### src/rtl/vector_slice_unpacker.sv
// Width down-converter: takes one WIDE_W-bit word over valid/ready and emits it
// as WIDE_W/SLICE_W consecutive SLICE_W-bit slices, streaming words back to back.
module vector_slice_unpacker #(
  parameter int WIDE_W    = 8,
  parameter int SLICE_W   = 4,
  parameter bit MSB_FIRST = 1'b1,
  localparam int N        = WIDE_W / SLICE_W,
  localparam int IDX_W    = (N > 1) ? $clog2(N) : 1
) (
  input  logic               clk,
  input  logic               rst,
  input  logic               in_valid,
  output logic               in_ready,
  input  logic [WIDE_W-1:0]  in_data,
  output logic               out_valid,
  input  logic               out_ready,
  output logic [SLICE_W-1:0] out_data,
  output logic               out_last,
  output logic [IDX_W-1:0]   out_idx
);

  if (((WIDE_W % SLICE_W) != 0) || (N < 2)) begin : g_param_err
    $error("vector_slice_unpacker: WIDE_W must be a multiple of SLICE_W giving at least two slices");
  end

  typedef enum logic {
    IDLE = 1'b0,
    SEND = 1'b1
  } state_t;

  localparam logic [IDX_W-1:0] LAST_IDX = IDX_W'(N - 1);

  state_t              state_q, state_d;
  logic [WIDE_W-1:0]   hold_q, hold_d;
  logic [IDX_W-1:0]    cnt_q, cnt_d;
  logic [SLICE_W-1:0]  slice_s;
  logic                at_last_s;

  assign at_last_s = (cnt_q == LAST_IDX);

  // State, held word and slice counter; reset drops any partially emitted word
  always_ff @(posedge clk) begin
    if (rst) begin
      state_q <= IDLE;
      hold_q  <= '0;
      cnt_q   <= '0;
    end else begin
      state_q <= state_d;
      hold_q  <= hold_d;
      cnt_q   <= cnt_d;
    end
  end

  // Next state: load on input accept, step or retire on slice accept
  always_comb begin
    state_d = state_q;
    hold_d  = hold_q;
    cnt_d   = cnt_q;
    case (state_q)
      IDLE: begin
        if (in_valid) begin
          hold_d  = in_data;
          cnt_d   = '0;
          state_d = SEND;
        end else begin
          state_d = IDLE;
        end
      end
      SEND: begin
        if (out_ready) begin
          if (at_last_s) begin
            // last slice leaving: a waiting word is loaded in the same cycle
            if (in_valid) begin
              hold_d  = in_data;
              cnt_d   = '0;
              state_d = SEND;
            end else begin
              cnt_d   = '0;
              state_d = IDLE;
            end
          end else begin
            cnt_d = cnt_q + IDX_W'(1);
          end
        end else begin
          state_d = SEND;
        end
      end
      default: begin
        state_d = IDLE;
        cnt_d   = '0;
      end
    endcase
  end

  // Slice selection from the held word, forced to zero when nothing is presented
  always_comb begin
    slice_s = '0;
    if (state_q == SEND) begin
      if (MSB_FIRST) begin
        slice_s = hold_q[WIDE_W - 1 - int'(cnt_q) * SLICE_W -: SLICE_W];
      end else begin
        slice_s = hold_q[int'(cnt_q) * SLICE_W +: SLICE_W];
      end
    end else begin
      slice_s = '0;
    end
  end

  assign in_ready  = (state_q == IDLE) | ((state_q == SEND) & out_ready & at_last_s);
  assign out_valid = (state_q == SEND);
  assign out_last  = out_valid & at_last_s;
  assign out_idx   = cnt_q;
  assign out_data  = slice_s;

endmodule

### config.mk
export PLATFORM = sky130hd
export DESIGN_NAME = vector_slice_unpacker
export DESIGN_NICKNAME = d
export VERILOG_FILES = /design/src/rtl/vector_slice_unpacker.sv
export SDC_FILE = /design/constraint.sdc
export NUM_CORES = 1
export LEC_CHECK = 0
export CAP_MARGIN = 20
export CORE_MARGIN = 1
export CORE_UTILIZATION = 35
export DETAILED_ROUTE_END_ITERATION = 8
export GPL_TIMING_DRIVEN = 0
export PLACE_DENSITY = 0.66
export SLEW_MARGIN = 5
export SYNTH_ARGS = -nofsm -noshare
export SYNTH_HDL_FRONTEND = slang
export SYNTH_SLANG_ARGS = --single-unit
### constraint.sdc
create_clock -name clk -period 1.5 [get_ports clk]
set_clock_uncertainty 0.2 [all_clocks]
set_input_delay 0.3 -clock clk [delete_from_list [all_inputs] [get_ports clk]]
set_output_delay 0.3 -clock clk [all_outputs]
set_load 0.02 [all_outputs]
==> metrics.md, run 1 <==
| Metric | Value |
|---|---|
| Outcome | finished with violations |
| Violated checks | negative setup slack |
| Post-route clock period utilization | 1.102 |
| Core area | 0.001366 mm2 |
| Launching element of the worst setup path | out_idx |
| Mapped cell area | 538.0 um2 |
| Flop-to-flop setup slack | 0.20 ns |
| Number of instances in the placed design | 89 |
| Gr ovfl total | 0 |
| Number of buffers on the longest clock path | 2 |
| Launching element type of the critical path | register |
| Fraction of final layout cells sized beyond drive strength 1 | 0.3117 |
| Number of distinct standard cells referenced by the synthesized netlist | 15 |
| Clock tree root driver cell | clkbuf_4 |
| DR DRC count | 0 |
| Post-layout instance count excluding filler cells | 92 |
| Leak pwr | 0.3226 nW |
| Highest clock frequency the design can meet | 605.0 MHz |
| DPL Wire Length | 725 um |
| Global-route met2 utilization | 0.2383 |
| Total wire length after detailed routing | 1001 um |
| Number of placed I/O pins | 20 |
| Diode count | 0 |
| CTS tree | done |
| Total global routing track utilization | 0.1449 |
| Crit path required time | 1.00 ns |
| Number of nets still failing antenna checks after routing | 0 |
| Number of cell rows | 13 |
| RSZ-0062 raised after global routing | true |
| Count of input and output buffers | 19 |
| Number of buffers inserted during clock tree synthesis | 3 |
| Number of max-capacitance violations reported | 0 |
| WL/cell | 10.88 um |
| Post-synth net total | 67 |
| Crit path capture type | output pin |
| Arrival time of the worst setup path | 1.15 ns |
| PnR worst setup slack | -0.1530 ns |
| Critical Setup Path Class | reg2out |
| Hold Crit Class | reg2reg |
| Path depth of the worst reg2reg path | 5 |
| Initial antenna violation count | 0 |
| Power density relative to cell area | 839.1 mW/mm2 |
| Number of warnings reported in the yosys synthesis log | 0 |
| Floorplan die area | 0.001698 mm2 |
| Overall die height | 41.21 um |
| Clock latency on the worst-skew pair | 0.26 ns |
| Reg clk slew, reported paths | 0.07 ns |
| FF-to-FF End | hold_q[1] |
| Total count of hold-check failures in the final report | 0 |
| Reg2Reg Launch Point | out_idx |
| Crit path capture | out_data[3] |
| Router iterations before antenna repair | 1 |
| GR met1 Demand/Resource | 0.1618 |
| Register bit count reported by yosys | 10 |
| Crit Path Max Fanout | 8 |
| Met3 Resource Use GR | 0.05435 |
| Fin nets | 90 |
| Via density per instance | 4.565 |
| Largest net degree at the start of global routing | 19 |
| Leading cell types in the layout, fill and taps excluded | nand2b_1 (16), mux2i_1 (12), clkdlybuf4s50_1 (10) |
| Mean area per synthesized cell | 9.782 um2 |
| H-Tree Depth | 1 |
| Worst voltage drop across the vdd grid | 0.5052 mV |
| Via count of the first global-routing pass | 374 |
| Busiest grt layer | met2 |
| Vias post-DR | 420 |
| Post-CTS Setup Inserts | 0 |
| Commonest non-fill, non-tap cell in the layout | nand2b_1 |
| Sequential-to-total area share from yosys stat | 0.3721 |
| Global-route wire length before repair | 1545 um |
| Final Util | 0.5916 |
| Slew Limit Fails | 0 |
| Final critical delay including setup and external delays | 1.653 ns |
| RD Place Congestion | 0.6314 |
| Post-synthesis to final-layout area growth | 50.23% |
| Worst max-slew margin expressed relative to the limit | 0.7055 |
| Synthesized netlist cell count | 55 |
| Final setup violation count | 6 |
| Number of violations reported at the end of detailed-routing iteration 0 | 0 |
| Clock sinks | 10 |
| Initial Util | 0.3938 |
| Least-Margin Pin Slew | 0.4403 ns |
| Horiz. Die Dim | 41.21 um |
[sequential cells by signal, summed over array words and instances (netlist names)]
signal and count:
out_valid 1, out_idx 1, hold_q 8
[kinds of logic after synthesis]
| kind of cell | count (synthesis) | synth area share |
|---|---|---|
| AND/OR/NAND/NOR | 26 | 0.2977 |
| buffers and inverters | 4 | 0.04416 |
| AO/OA/AOI/OAI | 2 | 0.04418 |
| multiplexers | 13 | 0.2419 |
| flip-flops | 10 | 0.3721 |
[worst max-delay path, cell delays in order (launching register included)]
cell     delay [ns]
dfxtp_2        0.34
buf_8          0.14
mux2i_2        0.22
nor2b_2        0.06
buf_6          0.13
[power by group]
group	internal [mW]	leakage (nW)	switching, mW
clock	0.147	0.0210	0.0929
combinational	0.0849	0.218	0.0572
sequential	0.283	0.0832	0.0128
total	0.515	0.323	0.163
[Yosys cell counts]
library cell,instances,area [um2]
a21boi_4,1,18.77
a21oi_1,1,5.000
and2_2,1,7.510
buf_2,1,5.000
buf_6,1,11.26
clkbuf_1,1,3.750
dfxtp_1,10,200.2
inv_1,1,3.750
mux2i_1,13,130.1
nand2_1,1,3.750
nand2b_1,16,100.1
nand3b_1,1,7.510
nor2_1,2,7.510
nor2b_1,4,25.02
nor2b_2,1,8.760
[how the worst min path moves through the flow]
stage,to,startpoint,depth (start not counted),slack [ns]
floorplan,out_valid,in_valid,2,0.22
global placement,hold_q[6],hold_q[6],2,0.26
detailed placement,hold_q[4],hold_q[4],2,0.26
CTS,hold_q[5],hold_q[5],2,0.28
global route,hold_q[5],hold_q[5],2,0.31
finish,hold_q[2],hold_q[2],2,0.28
[layer usage]
layer	share of wire	vias up	wire length, um
met4	0	0	0
met2	0.45	16	447
li1	-	222	-
met3	0.072	0	72
met5	0	-	0
met1	0.48	182	481
[layout make-up]
| type | count | area, um2 |
|---|---|---|
| multi-input cells | 41 | 327.8 |
| inverters | 1 | 3.754 |
| flip-flops and latches | 10 | 205.2 |
| well taps | 15 | 18.77 |
| plain buffers | 2 | 26.28 |
| repair buffers | 19 | 190.2 |
| clock buffers | 4 | 36.28 |
| fillers | 137 | 558.0 |
[repair_timing]
action                                  in CTS  in global routing
pin swaps                                    0                  1
hold buffers                                 0                  0
resized for setup                           41                  8
endpoints found under the setup margin      15                  7
endpoints found under the hold margin        0                  0
[metrics by stage]
step	hold WS [ns]	TNS (ns)	power (mW)	setup slack (ns)	instance area, um2
2_1_floorplan	0.2207	0	0.3792	0.008031	548.0
3_3_place_gp	0.2622	-5.207	0.4403	-0.5904	757.0
3_5_place_dp	0.2613	-4.986	0.4425	-0.5777	757.0
4_1_cts	0.2785	-0.7523	0.6839	-0.1801	793.3
5_1_grt	0.3090	-0.9573	0.7169	-0.2038	808.3
6_report	0.2775	-0.6882	0.6782	-0.1530	808.3
No activity file was read; power rests on OpenSTA's default activity.
==> inputs of run 2 (changes only) <==
Settings changed: PLACE_DENSITY 0.66 to not set, PLACE_DENSITY_LB_ADDON set to 0.1, TNS_END_PERCENT set to 100.
==> metrics.md, run 2 (same netlist as run 1, synthesis figures left out) <==
| Metric | Value |
|---|---|
| Final critical delay including setup and external delays | 1.644 ns (was 1.653 ns) |
| Worst voltage drop across the vdd grid | 0.4630 mV (was 0.5052 mV) |
| Delay of the slowest cell on the worst path | 0.35 ns (was 0.34 ns) |
| Launching element of the worst setup path | out_idx (unchanged) |
| PnR worst setup slack | -0.1439 ns (was -0.1530 ns) |
| Via count of the first global-routing pass | 367 (was 374) |
| Commonest non-fill, non-tap cell in the layout | nand2b_1 (unchanged) |
| Number of buffers inserted during clock tree synthesis | 3 (unchanged) |
| DR DRC count | 0 (unchanged) |
| CTS tree | done (unchanged) |
| Post-route standard cell area excluding fillers | 790.8 um2 (was 808.3 um2) |
| Arrival time of the worst setup path | 1.14 ns (was 1.15 ns) |
| Number of violations reported at the end of detailed-routing iteration 0 | 4 (was 0) |
| Cell breakdown of the critical path | buf_8, mux2i_1, nor2b_2, buf_6 (was buf_8, mux2i_2, nor2b_2, buf_6) |
| Initial Util | 0.3938 (unchanged) |
| Least-Margin Pin Slew | 0.4348 ns (was 0.4403 ns) |
| Reg clk slew, reported paths | 0.06 ns (was 0.07 ns) |
| Power density relative to cell area | 764.9 mW/mm2 (was 839.1 mW/mm2) |
| Reg2Reg Launch Point | out_idx (unchanged) |
| Launching element type of the critical path | register (unchanged) |
| Startpoint of the most critical hold path | hold_q[5] (was hold_q[2]) |
| H-Tree Depth | 1 (unchanged) |
| Total wire length after detailed routing | 931 um (was 1001 um) |
| Largest net degree at the start of global routing | 19 (unchanged) |
| Final setup violation count | 6 (unchanged) |
| Leading cell types in the layout, fill and taps excluded | nand2b_1 (16), mux2i_1 (13), clkdlybuf4s50_1 (10) (was nand2b_1 (16), mux2i_1 (12), clkdlybuf4s50_1 (10)) |
| Crit path capture type | output pin (unchanged) |
| Overall die height | 41.21 um (unchanged) |
| Post-synthesis to final-layout area growth | 46.98% (was 50.23%) |
| Post-route clock period utilization | 1.096 (was 1.102) |
| Clock latency on the worst-skew pair | 0.25 ns (was 0.26 ns) |
| Router iterations before antenna repair | 4 (was 1) |
| Horiz. Die Dim | 41.21 um (unchanged) |
| Clock sinks | 10 (unchanged) |
| Slew Limit Fails | 0 (unchanged) |
| Hold Crit Class | reg2reg (unchanged) |
| Floorplan die area | 0.001698 mm2 (unchanged) |
| Number of buffers on the longest clock path | 2 (unchanged) |
| Number of cell rows | 13 (unchanged) |
| Flop-to-flop setup slack | 0.20 ns (about the same) |
| Highest clock frequency the design can meet | 608.3 MHz (was 605.0 MHz) |
| Path depth of the worst reg2reg path | 5 (unchanged) |
| Diode count | 0 (unchanged) |
| Register containing the most flip-flops in the final layout | hold_q (unchanged) |
| Total count of hold-check failures in the final report | 0 (unchanged) |
| Crit path capture | out_data[0] (was out_data[3]) |
| Critical Setup Path Class | reg2out (unchanged) |
| Core area | 0.001366 mm2 (unchanged) |
| Clock tree root driver cell | clkbuf_4 (unchanged) |
| RD Place Congestion | 0.7168 (was 0.6314) |
| Number of buffers added to fix hold violations after cts | 0 (unchanged) |
| Post-CTS Setup Inserts | 0 (unchanged) |
| Fraction of final layout cells sized beyond drive strength 1 | 0.2895 (was 0.3117) |
| RSZ-0062 raised after global routing | true (unchanged) |
| Total power after layout | 0.6049 mW (was 0.6782 mW) |
| Initial antenna violation count | 0 (unchanged) |
| Crit path required time | 1.00 ns (about the same) |
| Fin nets | 90 (unchanged) |
| Total global routing track utilization | 0.1397 (was 0.1449) |
| Number of nets still failing antenna checks after routing | 0 (unchanged) |
| Via density per instance | 4.659 (was 4.565) |
| Violated checks | negative setup slack (unchanged) |
| Number of placed I/O pins | 20 (unchanged) |
| Gr ovfl total | 0 (unchanged) |
| Count of input and output buffers | 19 (unchanged) |
| WL/cell | 10.23 um (was 10.88 um) |
| FF-to-FF End | hold_q[4] (was hold_q[1]) |
| Worst max-slew margin expressed relative to the limit | 0.7092 (was 0.7055) |
| Leak pwr | 0.3148 nW (was 0.3226 nW) |
| Number of flip-flops under the largest register name | 8 (unchanged) |
| Number of max-capacitance violations reported | 0 (unchanged) |
| CP max-delay cell | dfxtp_2 (unchanged) |
| Global-route wire length before repair | 1490 um (was 1545 um) |
| Cell area reported after detailed placement | 757.0 um2 (unchanged) |
| Crit Path Max Fanout | 8 (unchanged) |
| Vias post-DR | 424 (was 420) |
| Outcome | finished with violations (unchanged) |
## run 2: per-stage QoR
| stage | setup TNS (ns) | instances | hold slack (ns) | util | setup slack [ns] |
|---|---|---|---|---|---|
| 2_1_floorplan | 0 | 55 | 0.2207 | - | 0.008031 |
| 3_3_place_gp | -5.039 | 89 | 0.2613 | 0.5540 | -0.5811 |
| 3_5_place_dp | -5.016 | 89 | 0.2651 | 0.5540 | -0.5836 |
| 4_1_cts | -0.6981 | 91 | 0.2758 | 0.5696 | -0.1696 |
| 5_1_grt | -0.9519 | 91 | 0.2916 | 0.5788 | -0.2106 |
| 6_report | -0.6333 | 91 | 0.2722 | 0.5788 | -0.1439 |
## run 2: layout make-up
| type | instances | area (um2) |
|---|---|---|
| sequential | 10 | 205.2 |
| timing repair buffer | 19 | 190.2 |
| tap | 15 | 18.77 |
| inverter | 1 | 3.754 |
| buffer | 2 | 26.28 |
| clock buffer | 3 | 22.52 |
| multi-input combinational | 41 | 324.1 |
| fill | 138 | 575.6 |
## run 2: per-layer routing
layer	track usage	share of wire
met2	0.2383	0.48
met5	0	0
met1	0.1498	0.45
met4	0.07258	0
met3	0.04891	0.072
## run 2: critical path, delay by kind of cell (launching register included)
kind	cells	cell delay [ns]
flip-flops	1	0.35
AND/OR/NAND/NOR	1	0.06
multiplexers	1	0.22
buffers and inverters	2	0.26
## run 2: how the worst min path moves through the flow
stage | to | slack (ns) | cells after the start
5_1_grt | hold_q[5] | 0.29 | 2
2_1_floorplan | out_valid | 0.22 | 2
4_1_cts | hold_q[5] | 0.28 | 2
3_5_place_dp | hold_q[5] | 0.27 | 2
6_report | hold_q[5] | 0.27 | 2
3_3_place_gp | hold_q[6] | 0.26 | 2
## run 2: power breakdown
| part | internal (mW) | leakage (nW) | total [mW] | switching, mW |
|---|---|---|---|---|
| clock | 0.0919 | 0.0138 | 0.170 | 0.0777 |
| sequential | 0.283 | 0.0832 | 0.295 | 0.0121 |
| combinational | 0.0838 | 0.218 | 0.140 | 0.0560 |
## run 2: repair_timing
item                       in CTS  in global routing
setup endpoints to repair      12                  7
resized for setup              40                  8
pin swaps                       0                  1
